### src/rtl/vc_skid_buffer_pkg.sv
// Shared state encoding and mux-select constants for the two-entry skid buffer.
package vc_skid_buffer_pkg;

  // Occupancy state; the encoding doubles as the count output.
  typedef enum logic [1:0] {
    ST_EMPTY = 2'd0,
    ST_ONE   = 2'd1,
    ST_TWO   = 2'd2,
    ST_BAD   = 2'd3
  } state_t;

  localparam logic MAIN_SEL_ENQ  = 1'b0;
  localparam logic MAIN_SEL_SKID = 1'b1;

endpackage

### src/rtl/vc_skid_buffer_ctrl.sv
// Skid buffer control: occupancy FSM, handshakes and datapath enables.
// Latency: outputs combinational from state (plus enq_val in EMPTY with VC_SKID_BUFFER_BYPASS_EN).
// Backpressure: enq_rdy drops only when both entries are held; never depends on deq_rdy.
module vc_skid_buffer_ctrl
  import vc_skid_buffer_pkg::*;
(
  input  logic       clk,
  input  logic       reset_n,
  input  logic       enq_val,
  input  logic       deq_rdy,
  output logic       enq_rdy,
  output logic       deq_val,
  output logic [1:0] count,
  output logic       main_en,
  output logic       skid_en,
  output logic       main_sel
);

  state_t state_q;
  state_t state_d;
  logic   enq_fire;
  logic   deq_fire;

  always_ff @(posedge clk) begin
    if (!reset_n) state_q <= ST_EMPTY;
    else          state_q <= state_d;
  end

  // Handshakes are forced low during reset so nothing fires in a reset cycle.
  assign enq_rdy = reset_n && (state_q != ST_TWO);
`ifdef VC_SKID_BUFFER_BYPASS_EN
  assign deq_val = reset_n && ((state_q != ST_EMPTY) || enq_val);
`else
  assign deq_val = reset_n && (state_q != ST_EMPTY);
`endif
  assign enq_fire = enq_val && enq_rdy;
  assign deq_fire = deq_val && deq_rdy;
  assign count    = state_q;

  always_comb begin
    state_d  = state_q;
    main_en  = 1'b0;
    skid_en  = 1'b0;
    main_sel = MAIN_SEL_ENQ;
    case (state_q)
      ST_EMPTY: begin
        if (enq_fire) begin
`ifdef VC_SKID_BUFFER_BYPASS_EN
          // A same-cycle dequeue consumes the bypassed message; nothing is stored.
          if (!deq_rdy) begin
            state_d = ST_ONE;
            main_en = 1'b1;
          end
`else
          state_d = ST_ONE;
          main_en = 1'b1;
`endif
        end
      end
      ST_ONE: begin
        if (enq_fire && deq_fire) begin
          main_en = 1'b1;
        end else if (enq_fire) begin
          state_d = ST_TWO;
          skid_en = 1'b1;
        end else if (deq_fire) begin
          state_d = ST_EMPTY;
        end
      end
      ST_TWO: begin
        if (deq_fire) begin
          state_d  = ST_ONE;
          main_en  = 1'b1;
          main_sel = MAIN_SEL_SKID;
        end
      end
      default: state_d = ST_EMPTY;
    endcase
  end

endmodule

### src/rtl/vc_skid_buffer.sv
// Two-entry val/rdy skid buffer; main register is the head, skid register the second entry.
// Latency: 1 cycle enq->deq when empty, 0 cycles when VC_SKID_BUFFER_BYPASS_EN is defined.
// Backpressure: enq_rdy is registered-state only, so deq_rdy never reaches enq_rdy combinationally.
module vc_skid_buffer
  import vc_skid_buffer_pkg::*;
#(
  parameter int W = 32
) (
  input  logic         clk,
  input  logic         reset_n,
  input  logic         enq_val,
  output logic         enq_rdy,
  input  logic [W-1:0] enq_msg,
  output logic         deq_val,
  input  logic         deq_rdy,
  output logic [W-1:0] deq_msg,
  output logic [1:0]   count
);

  logic [W-1:0] main_q;
  logic [W-1:0] skid_q;
  logic         main_en;
  logic         skid_en;
  logic         main_sel;

  vc_skid_buffer_ctrl u_ctrl (
    .clk      (clk),
    .reset_n  (reset_n),
    .enq_val  (enq_val),
    .deq_rdy  (deq_rdy),
    .enq_rdy  (enq_rdy),
    .deq_val  (deq_val),
    .count    (count),
    .main_en  (main_en),
    .skid_en  (skid_en),
    .main_sel (main_sel)
  );

  // Data registers carry no reset; validity lives entirely in the control state.
  always_ff @(posedge clk) begin
    if (main_en) main_q <= (main_sel == MAIN_SEL_SKID) ? skid_q : enq_msg;
    if (skid_en) skid_q <= enq_msg;
  end

`ifdef VC_SKID_BUFFER_BYPASS_EN
  assign deq_msg = (count == ST_EMPTY) ? enq_msg : main_q;
`else
  assign deq_msg = main_q;
`endif

endmodule
### config.mk
export PLATFORM = sky130hd
export DESIGN_NAME = vc_skid_buffer
export DESIGN_NICKNAME = d
export VERILOG_FILES = /design/src/rtl/vc_skid_buffer_pkg.sv /design/src/rtl/vc_skid_buffer_ctrl.sv /design/src/rtl/vc_skid_buffer.sv
export SDC_FILE = /design/constraint.sdc
export NUM_CORES = 1
export LEC_CHECK = 0
export BUFFER_PORTS_ARGS = -buffer_cell sky130_fd_sc_hd__buf_2
export CAP_MARGIN = 30
export CORE_UTILIZATION = 30
export CTS_BUF_LIST = sky130_fd_sc_hd__clkbuf_16
export DETAILED_ROUTE_END_ITERATION = 10
export PLACE_DENSITY = 0.5
export SLEW_MARGIN = 20
export SYNTH_ARGS = -nofsm -noshare
export SYNTH_HDL_FRONTEND = slang
export SYNTH_HIERARCHICAL = 1
export SYNTH_SLANG_ARGS = --single-unit
### constraint.sdc
create_clock -name clk -period 2.55 [get_ports clk]
set_clock_uncertainty 0.15 [all_clocks]
set_input_delay 0.51 -clock clk [delete_from_list [all_inputs] [get_ports clk]]
set_output_delay 0.51 -clock clk [all_outputs]
set_load 0.03 [all_outputs]
==> results.md <==
* P_sw at approximately 0.00054 W
* TritonCTS clock tree: built
* Fin crit period at about 1.9 ns
* Initial antenna violation count at 0
* Port Buffer Count at 71
* Largest net degree at the start of global routing at 33
* WS Path Type: flip-flop to primary output
* Yosys warns at 6
* Combinational share of power at 0.081
* Final worst-path cycle share at 0.760
* Power share of the sequential group at 0.481
* Crit Path Max Fanout at 6
* Synth cell types at 16
* Area of the multi-input gates at 584 µm²
* Status: finished clean
* RR Startpoint: u_ctrl/count[1]
* Switch share at 0.208
* Hold path startpoint: enq_msg[23]
* RSZ-0062 raised after global routing: false
* Total wire length at about 4 mm
* ANT nets after route at 0
* Post-synthesis cell count at about 120
* Final worst setup slack at slightly above 0.6 ns
* Postcts setup bufs at 0
* Max IR drop VDD at ~0.26 mV
* Routed vias at 1,289
* Post-synth EDFFs at 64
* Core box area at between 0.008 and 0.009 mm²
* Worst Path Arrival at between 1 and 1.5 ns
* Row count at 33
* Ys flop type: edfxtp_1
* Hold path depth at 1
* Filler cells at 790
* Reg area at 0.00196 mm²
* Total die area at approximately 0.0091 mm²
* Count of final hold-check violations at 0
* Fmax at around 0.52 GHz
* # clock sinks at between 60 and 70
* Synth-to-Final Area Change at 28.5%
* P_leak at ~1.3 nW
* Async set or reset register ratio after synthesis at 0
* Vias in the first global route at approximately 1,200
* Post-DP Area at around 0.0031 mm²
* Initial Util at 0.314
* Global route overflow at 0
* Synth Register Bits at 66
* Total global-route track usage at 0.0982
* Wire length per cell at 13.1 µm
* Antenna cell count at 0
* Reg2reg end: deq_msg[29]
* Synthesized area per cell at about 22 µm²
* Root Driver: clkbuf_16
* Drt initial violations at 47
* H-Tree Depth at 3
* DRT Pass-1 Iters at 4
* Setup TNS at 0 ns
* Critical path endpoint category: primary output
* Max clock buf depth at 2
* Synthesized area at roughly 0.0026 mm²
* Synth top area share at 0.738
* Die X at roughly 95 µm
* Post-DR vias/cell at around 4.2
* Setup WS pre-CTS at 0.665 ns
* R2r worst-path depth at 4
* Post-Syn Nets at between 150 and 200
* Most frequent cells in the layout: 71 x buf_2, 64 x edfxtp_1, 30 x mux2_4
* Largest cells by area after synthesis: edfxtp_1 74%, mux2_4 17%, buf_12 2.3%, dfxtp_1 1.5%, mux2_2 0.87%
* Max_slew headroom at 0.716
* HP Class: input pin to flip-flop
* Die H at 95.1 µm
* Worst-Margin Slew at ~0.43 ns
* Hold path endpoint: skid_q[23]
* Cell taking the most area after synthesis: edfxtp_1
* Final Power at ~0.0026 W
* Fin area at approximately 0.0033 mm²
* Most common cell after layout, fill and taps aside: buf_2
* Power density cells at just under 800 mW/mm²
* CTS clk-pin slew, worst paths at about 0.050 ns
* Pint at 0.00206 W
* Final Max Tran Viols at 0
* Hold_buf cts at 0
* Worst EP required at ~1.9 ns
* Layout Nets at 235
* Startpoint Class: flip-flop
* R2R Setup Slk at 0.77 ns
* Clock Latency Late Sink at between 0.3 and 0.4 ns
* Clk network pwr share at 0.438
* Io pins at ~70
* Max-cap violations at 0
* # DRC at 0
* Share of cells above drive strength 1 at 0.591
* First-pass GRT wire length at about 6.1 mm
* Setup violators final at 0
* Post-synthesis sequential area ratio at 0.754
* GPL Wtd Cong at 0.674
* CTS resizes at 0
* Hpwl dp at between 2 and 3 mm
* CTS buffer count at 9
## Yosys cell counts (2+ instances only)
cell and count:
nand2b_1 2, edfxtp_1 64, buf_12 3, nand2_1 2, mux2_2 2, o21a_1 2
nor2_1 4, mux2_4 30, dfxtp_1 2
## final cells by class
class                   count  share of cell area
multi-input cells          48               0.175
clock inverters             6              0.0153
clock buffers               9              0.0673
repair buffers             74               0.117
flip-flops and latches     66               0.587
well taps                 105              0.0393
## state kept, by name, indices dropped and copies added, names as in the netlist
register and cells:
deq_msg 32, skid_q 32, u_ctrl/count 2
## worst max-delay path by stage
stage / start / to / slack [ns] / cells after the start
finish: u_ctrl/count[0] / enq_rdy / 0.61 / 3
global route: u_ctrl/count[1] / enq_rdy / 0.55 / 3
CTS: u_ctrl/count[0] / enq_rdy / 0.59 / 3
detailed placement: reset_n / deq_msg[30] / 0.67 / 5
global placement: reset_n / deq_msg[29] / 0.68 / 5
floorplan: u_ctrl/count[1] / deq_msg[0] / 0.39 / 3
## layer usage
layer / vias to the layer above / part of all wire / global-route usage
met3: 11 / 0.065 / 0.0327
li1: 623 / - / -
met1: 609 / 0.43 / 0.114
met5: - / 0 / 0
met2: 46 / 0.47 / 0.147
met4: 0 / 0.033 / 0.0795
## metrics by stage
stage | hold slack [ns] | instances | utilization
after floorplan | 0.373 | 118 | -
after detailed placement | 0.384 | 293 | 0.370
after global routing | 0.222 | 308 | 0.403
after CTS | 0.225 | 308 | 0.403
final | 0.234 | 308 | 0.403
after global placement | 0.377 | 293 | 0.370
## cells by family (layout without fill, tap and decap cells)
kind of cell	count (synthesis)	after routing	synth area share
flip-flops	66	66	0.754
multiplexers	33	33	0.186
AND/OR/NAND/NOR	11	11	0.0221
AO/OA/AOI/OAI	4	4	0.0111
buffers and inverters	4	89	0.0274
## power by group through the flow
stage	Combinational, W	Sequential [W]	Clock (W)
detailed placement	0.000214	0.00127	0
floorplan	0.0000699	0.00134	0
CTS	0.000214	0.00125	0.00117
global placement	0.000214	0.00127	0
finish	0.000210	0.00125	0.00114
global route	0.000226	0.00125	0.00123
## worst max-delay path, cell delays in order (launching register included)
cell and delay, ns:
dfxtp_1 0.40, nand2b_1 0.23, and2_1 0.15, buf_2 0.19
Power figures use the tool's default switching activity.
